### src/rtl/vga_pkg.sv
// Shared VGA definitions: default geometry, bar colours and pattern encodings.
package vga_pkg;

    localparam int unsigned DEF_H_ACTIVE = 640;
    localparam int unsigned DEF_V_ACTIVE = 480;
    localparam int unsigned DEF_COORD_W  = 10;

    // Colour bars, left to right, as {R,G,B} nibbles
    localparam logic [11:0] BAR_WHITE   = 12'hFFF;
    localparam logic [11:0] BAR_YELLOW  = 12'hFF0;
    localparam logic [11:0] BAR_CYAN    = 12'h0FF;
    localparam logic [11:0] BAR_GREEN   = 12'h0F0;
    localparam logic [11:0] BAR_MAGENTA = 12'hF0F;
    localparam logic [11:0] BAR_RED     = 12'hF00;
    localparam logic [11:0] BAR_BLUE    = 12'h00F;
    localparam logic [11:0] BAR_BLACK   = 12'h000;

    typedef enum logic [1:0] {
        PAT_BARS  = 2'd0,
        PAT_BOX   = 2'd1,
        PAT_CHECK = 2'd2,
        PAT_SOLID = 2'd3
    } pattern_e;

    function automatic logic [11:0] bar_color(input logic [2:0] idx);
        logic [11:0] c;
        unique case (idx)
            3'd0: c = BAR_WHITE;
            3'd1: c = BAR_YELLOW;
            3'd2: c = BAR_CYAN;
            3'd3: c = BAR_GREEN;
            3'd4: c = BAR_MAGENTA;
            3'd5: c = BAR_RED;
            3'd6: c = BAR_BLUE;
            3'd7: c = BAR_BLACK;
            default: c = BAR_BLACK;
        endcase
        return c;
    endfunction

endpackage

### src/rtl/vga_box_mover.sv
// Bouncing-box position state: advances one step per axis on each frame tick.
module vga_box_mover
    import vga_pkg::*;
#(
    parameter int unsigned H_ACTIVE = DEF_H_ACTIVE,
    parameter int unsigned V_ACTIVE = DEF_V_ACTIVE,
    parameter int unsigned COORD_W  = DEF_COORD_W,
    parameter int unsigned BOX_SIZE = 32,
    parameter int unsigned STEP     = 1
) (
    input  logic               clk,
    input  logic               reset,
    input  logic               tick,
    output logic [COORD_W-1:0] box_x,
    output logic [COORD_W-1:0] box_y
);

    typedef logic [COORD_W-1:0] coord_t;
    // One extra bit so pos + BOX_SIZE + STEP cannot wrap
    typedef logic [COORD_W:0]   ext_t;

    localparam coord_t StepC    = coord_t'(STEP);
    localparam ext_t   SizeStep = ext_t'(BOX_SIZE + STEP);
    localparam ext_t   ExtentX  = ext_t'(H_ACTIVE);
    localparam ext_t   ExtentY  = ext_t'(V_ACTIVE);

    coord_t box_x_q, box_x_d, box_y_q, box_y_d;
    logic   dir_x_q, dir_x_d, dir_y_q, dir_y_d;   // 1 = increasing

    // Bounce logic: reverse and step back when the next step would cross an edge
    always_comb begin
        box_x_d = box_x_q;
        box_y_d = box_y_q;
        dir_x_d = dir_x_q;
        dir_y_d = dir_y_q;
        if (tick) begin
            if (dir_x_q) begin
                if (ext_t'(box_x_q) + SizeStep > ExtentX) begin
                    dir_x_d = 1'b0;
                    box_x_d = box_x_q - StepC;
                end else begin
                    box_x_d = box_x_q + StepC;
                end
            end else if (box_x_q < StepC) begin
                dir_x_d = 1'b1;
                box_x_d = box_x_q + StepC;
            end else begin
                box_x_d = box_x_q - StepC;
            end

            if (dir_y_q) begin
                if (ext_t'(box_y_q) + SizeStep > ExtentY) begin
                    dir_y_d = 1'b0;
                    box_y_d = box_y_q - StepC;
                end else begin
                    box_y_d = box_y_q + StepC;
                end
            end else if (box_y_q < StepC) begin
                dir_y_d = 1'b1;
                box_y_d = box_y_q + StepC;
            end else begin
                box_y_d = box_y_q - StepC;
            end
        end
    end

    // Position and direction registers
    always_ff @(posedge clk) begin
        if (reset) begin
            box_x_q <= '0;
            box_y_q <= '0;
            dir_x_q <= 1'b1;
            dir_y_q <= 1'b1;
        end else begin
            box_x_q <= box_x_d;
            box_y_q <= box_y_d;
            dir_x_q <= dir_x_d;
            dir_y_q <= dir_y_d;
        end
    end

    assign box_x = box_x_q;
    assign box_y = box_y_q;

endmodule

### src/rtl/vga_pattern_gen.sv
// Test-pattern pixel source: renders bars/box/checker/solid and re-aligns syncs.
module vga_pattern_gen
    import vga_pkg::*;
#(
    parameter int unsigned H_ACTIVE   = DEF_H_ACTIVE,
    parameter int unsigned V_ACTIVE   = DEF_V_ACTIVE,
    parameter int unsigned COORD_W    = DEF_COORD_W,
    parameter int unsigned BOX_SIZE   = 32,
    parameter int unsigned STEP       = 1,
    parameter int unsigned CHECK_LOG2 = 5,
    parameter logic [11:0] BG_COLOR   = 12'h222
) (
    input  logic               clk,
    input  logic               reset,
    input  logic [COORD_W-1:0] pos_x,
    input  logic [COORD_W-1:0] pos_y,
    input  logic               video_on_in,
    input  logic               h_sync_in,
    input  logic               v_sync_in,
    input  logic [1:0]         pattern_sel,
    input  logic [11:0]        color,
    output logic [11:0]        rgb,
    output logic               video_on_out,
    output logic               h_sync_out,
    output logic               v_sync_out,
    output logic               frame_tick
);

    typedef logic [COORD_W:0] ext_t;

    localparam ext_t SizeExt = ext_t'(BOX_SIZE);

    logic [COORD_W-1:0] box_x, box_y;
    logic               eof;
    logic [2:0]         bar_idx;
    logic               in_box;
    logic [11:0]        pix_color;
    pattern_e           sel;

    logic [11:0] rgb_q;
    logic        video_on_q, h_sync_q, v_sync_q, frame_tick_q;

    vga_box_mover #(
        .H_ACTIVE (H_ACTIVE),
        .V_ACTIVE (V_ACTIVE),
        .COORD_W  (COORD_W),
        .BOX_SIZE (BOX_SIZE),
        .STEP     (STEP)
    ) u_box_mover (
        .clk   (clk),
        .reset (reset),
        .tick  (frame_tick_q),
        .box_x (box_x),
        .box_y (box_y)
    );

    assign eof = video_on_in && (32'(pos_x) == H_ACTIVE - 1) && (32'(pos_y) == V_ACTIVE - 1);
    assign sel = pattern_e'(pattern_sel);

    // Bar index: number of bar thresholds at or left of pos_x
    always_comb begin
        bar_idx = 3'd0;
        for (int k = 1; k < 8; k++) begin
            if (32'(pos_x) >= (k * H_ACTIVE) / 8) begin
                bar_idx = 3'(k);
            end
        end
    end

    assign in_box = (ext_t'(pos_x) >= ext_t'(box_x))
                 && (ext_t'(pos_x) <  ext_t'(box_x) + SizeExt)
                 && (ext_t'(pos_y) >= ext_t'(box_y))
                 && (ext_t'(pos_y) <  ext_t'(box_y) + SizeExt);

    // Pattern mux for the current pixel
    always_comb begin
        pix_color = 12'h000;
        unique case (sel)
            PAT_BARS:  pix_color = bar_color(bar_idx);
            PAT_BOX:   pix_color = in_box ? color : BG_COLOR;
            PAT_CHECK: pix_color = (pos_x[CHECK_LOG2] ^ pos_y[CHECK_LOG2]) ? 12'hFFF : 12'h000;
            PAT_SOLID: pix_color = color;
            default:   pix_color = 12'h000;
        endcase
    end

    // Output pipeline: colour, video_on and syncs stay mutually aligned
    always_ff @(posedge clk) begin
        if (reset) begin
            rgb_q        <= 12'h000;
            video_on_q   <= 1'b0;
            h_sync_q     <= 1'b1;
            v_sync_q     <= 1'b1;
            frame_tick_q <= 1'b0;
        end else begin
            rgb_q        <= video_on_in ? pix_color : 12'h000;
            video_on_q   <= video_on_in;
            h_sync_q     <= h_sync_in;
            v_sync_q     <= v_sync_in;
            frame_tick_q <= eof;
        end
    end

    assign rgb          = rgb_q;
    assign video_on_out = video_on_q;
    assign h_sync_out   = h_sync_q;
    assign v_sync_out   = v_sync_q;
    assign frame_tick   = frame_tick_q;

endmodule

### config.mk
export PLATFORM = sky130hd
export DESIGN_NAME = vga_pattern_gen
export DESIGN_NICKNAME = d
export VERILOG_FILES = /design/src/rtl/vga_pkg.sv /design/src/rtl/vga_box_mover.sv /design/src/rtl/vga_pattern_gen.sv
export SDC_FILE = /design/constraint.sdc
export NUM_CORES = 1
export LEC_CHECK = 0
export CORE_UTILIZATION = 35
export DETAILED_ROUTE_END_ITERATION = 12
export SYNTH_ARGS = -nofsm -noshare
export SYNTH_HDL_FRONTEND = slang
export SYNTH_SLANG_ARGS = --single-unit
### constraint.sdc
create_clock -name clk -period 2.81 [get_ports clk]
set_clock_uncertainty 0.2 [all_clocks]
set_input_delay 0.562 -clock clk [delete_from_list [all_inputs] [get_ports clk]]
set_output_delay 0.562 -clock clk [all_outputs]
set_load 0.05 [all_outputs]
==> summary by stage <==
Worst hold path
The path category of the worst min-delay check is flip-flop to flip-flop. The hold-critical path endpoint is u_box_mover.dir_y_q$_SDFFE_PP1P_. The worst min-delay path startpoint is u_box_mover.dir_y_q$_SDFFE_PP1P_. Counting instances, the worst hold path has a depth of 2.

Pwr
The total power per unit cell area is 254 nW/µm². Summed over all cells, the static leakage comes to 0.00191 µW. The worst ir drop on vdd is 0.153 mV.

Clock network
The number of buffers added by the clock tree synthesis step is 5. The clock-pin slew reported for the worst setup and hold paths after clock tree synthesis is 0.08 ns. The hold-fix buffer count after cts is 0. TritonCTS built the clock tree. The root buffer cell chosen for the clock tree is clkbuf_8. CTS built an H-tree with a depth of 2. The clock passes through at most 2 buffers. At the later pin of the worst-skew pair, clock insertion delay measures 0.30 ns.

The number of clock sinks is 38.

Worst setup path
The slack of the worst reg-to-reg path is 0.02 ns. For the worst setup path, the data required time is 2.80 ns. In this design, the critical path's most frequently occurring cell is buf_6.

The worst setup path is launched from a flip-flop. Of all nets on the critical path, the largest fanout is 8. The largest single stage delay on the critical path is 0.40 ns.

Counting cells, the worst reg-to-reg path comes to 10. The startpoint of the most critical register-to-register path is u_box_mover.box_y[6]$_SDFFE_PP0P_. The signal on the critical path passes through buf_6 -> clkinvlp_4 -> buf_6 -> a211oi_4 -> xnor2_1 -> o211ai_1 -> buf_4 -> a32oi_4 -> mux2i_2 -> mux2_4. Data arrives at the worst endpoint at 2.78 ns. The slowest stage of the critical path belongs to the cell a32oi_4. The critical path endpoint category is a flip-flop. The critical path start-end classification is flip-flop to flip-flop. The end of the worst register-to-register path is u_box_mover.box_y[7]$_SDFFE_PP0P_.

Global route
For this run the aggregate overflow at the end of global routing stands at 0. The via count of the first global-routing pass is 3,260. The first global-routing pass estimated 15.4 mm of wire. The maximum number of pins on one net before global-route repair is 35. The number of antenna violations at the first check in global routing is 0. The global-route usage over all layers is 0.191.

Logic synthesis
By area the synthesized netlist is led by dfxtp_1, ha_1, nor2_1. Of the total synthesized cell area, the portion taken by AND, OR, NAND and NOR gates is 0.227. Of the total synthesized cell area, the portion taken by XOR and XNOR cells is 0.0332. The total of warnings raised by yosys is 0. The post-synthesis adder-cell area fraction is 0.146. The commonest cells after synthesis are nor2_1, ha_1, dfxtp_1, nand2_1, inv_1. The synthesized netlist occupies a cell area of 3430 µm². The biggest area consumer among synthesized cells is dfxtp_1.

The fraction of synthesized cell area taken by the top area cell type is 0.222. By area, the combinational part of the netlist is dominated by simple AND/OR/NAND/NOR gates. The synthesized netlist net count is 503.

The primary flip-flop cell chosen by synthesis mapping is dfxtp_1. nor2_1 is the most common cell in the netlist. After synthesis the netlist holds a flip-flop and latch count of 38. The number of distinct library cells after synthesis is 72. The share of synthesized area spent on multiplexers is 0.0832. The post-synthesis average cell area is 8.09 µm². For this run, asynchronously set or reset flops after synthesis account for 0. Of the synthesized area, sequential elements account for 0.222. The compound-cell area share of the yosys netlist is 0.212. Counting flops with a built-in enable in the synthesized netlist gives 0. The post-synthesis cell count is 424.

Floorplanning
The die is 101 µm wide. For this design the top-level I/O count stands at 55. In this run the vertical extent of the chip is 101 µm.

The core region is 9370 µm². The initial core utilization is 0.366. The site row count is 35. The floorplan step defined a die boundary enclosing 10,200 µm².

Drt
The initial DRC count is 156. The first detailed-routing pass took 4 iterations. In the routed layout, each cell is associated on average with a via count of 5.29. In the final routed layout, each cell accounts on average for 14.9 µm.

For this run, design rule violations remaining after detail routing come to 0. The final layout contains routed wiring with a total length of 9.68 mm. The remaining antenna violation count after routing is 0. The routed layout has 3,436 vias.

Placed design
The routability congestion estimate is 0.844. Input and output buffers added on the ports amount to 54. Detailed placement ended at an HPWL of 7.49 mm. Including well taps, the total number of placed cells is 636.

Finish
The fraction of the core area covered by cells at the end of the flow is 0.513. In the final layout, the share of cells above drive strength 1 is 0.248. The repair_antennas step left the layout with diodes totalling 0. The area growth from synthesis to layout is 40.2%. The post-layout instance count excluding filler cells is 650. The number of nets in the layout is 601.

STA
Headroom to the max-slew limit came out at 0.653. The post-route fraction of the period consumed by the critical path is 0.993. The final hold violation count is 0. Summed over all failing endpoints, the final setup total negative slack is 0 ns. Setup violations remaining at the end of the flow were counted as 0. The shortest clock period the worst path allows after layout is 2.79 ns. The maximum clock frequency is 0.358 GHz.

The count of final max-slew check failures is 0. Setup repair after global routing could not meet its margin everywhere. The transition time at the pin with the least slew margin is 0.519 ns.

Job
The count of maximum capacitance violations is 0.

Status
The run finished with clean final reports.
## power breakdown
| part | switching, µW | internal, µW |
|---|---|---|
| Clock | 208 | 190 |
| Sequential | 2.84 | 547 |
| Combinational | 142 | 134 |
| Total | 352 | 871 |
## critical path: cells and delay by family (launching register included)
| family | cells | cell delay, ns |
|---|---|---|
| compound gates | 3 | 0.70 |
| mux | 2 | 0.68 |
| buf+inv | 4 | 0.55 |
| flops | 1 | 0.38 |
| xor+xnor | 1 | 0.15 |
## cells in the final DEF (no fill, tap or decap), drive strengths merged, types with 6 or more instances in the layout
| cell type | n |
|---|---|
| buf | 59 |
| clkdlybuf4s50 | 51 |
| nor2 | 47 |
| ha | 40 |
| dfxtp | 38 |
| nand2 | 33 |
| inv | 32 |
| a21oi | 22 |
| nand3 | 21 |
| o21ai | 18 |
| nand4 | 15 |
| mux2i | 15 |
| xnor2 | 13 |
| a21o | 12 |
| mux2 | 12 |
| nor3 | 7 |
| clkbuf | 6 |
| a211oi | 6 |
## flip-flops by register name, indices dropped and copies added (netlist names)
signal / flops
u_box_mover.dir_y_q: 1
h_sync_out: 1
rgb: 12
video_on_out: 1
u_box_mover.box_y: 10
u_box_mover.dir_x_q: 1
v_sync_out: 1
u_box_mover.box_x: 10
frame_tick: 1
## cells by family after synthesis
kind of cell | after synthesis
AOI/OAI and AO/OA | 98
xor gates and xnor gates | 13
adders and majority gates | 40
buffers and inverters | 54
DFF | 38
muxes | 27
and+or+nand+nor | 154
## area by class of cell
type / count / area [µm²]
multi-input combinational: 332 / 2630
tap: 129 / 161
timing repair buffer: 112 / 1030
fill: 908 / 4560
inverter: 33 / 130
clock buffer: 6 / 82.6
sequential: 38 / 777
## per-stage QoR
step                      area, µm²  hold WS, ns  total power [µW]  setup WS [ns]
after CTS                      4500        0.376              1230         0.0104
final                          4810        0.375              1220         0.0190
after global placement         4390        0.355               821         -0.259
after detailed placement       4390        0.353               826         -0.316
after floorplan                3430        0.319               695        0.00295
after global routing           4810        0.419              1270        -0.0699
## what timing repair did
action	in CTS	in global routing
setup buffers	0	8
gates resized for setup	10	55
setup endpoints to repair	17	21
pin swaps	4	24
## layer usage
metal | routed length, µm | global-route usage | part of all wire
met3 | 387 | 0.0264 | 0.040
met2 | 4670 | 0.339 | 0.48
met1 | 4430 | 0.240 | 0.46
met5 | 0 | 0 | 0
met4 | 190 | 0.0546 | 0.020
## worst max path at each step
stage,from,endpoint,cells past startpoint
after floorplan,u_box_mover.box_y[5]$_SDFFE_PP0P_,rgb[10]$_SDFF_PP0_,11
after global placement,pos_y[8],rgb[8]$_SDFF_PP0_,10
after detailed placement,pos_x[3],rgb[9]$_SDFF_PP0_,10
after CTS,pos_x[3],rgb[9]$_SDFF_PP0_,10
after global routing,u_box_mover.box_y[1]$_SDFFE_PP0P_,u_box_mover.box_y[7]$_SDFFE_PP0P_,10
final,u_box_mover.box_y[6]$_SDFFE_PP0P_,u_box_mover.box_y[7]$_SDFFE_PP0P_,10
No activity file was read; power rests on OpenSTA's default activity.
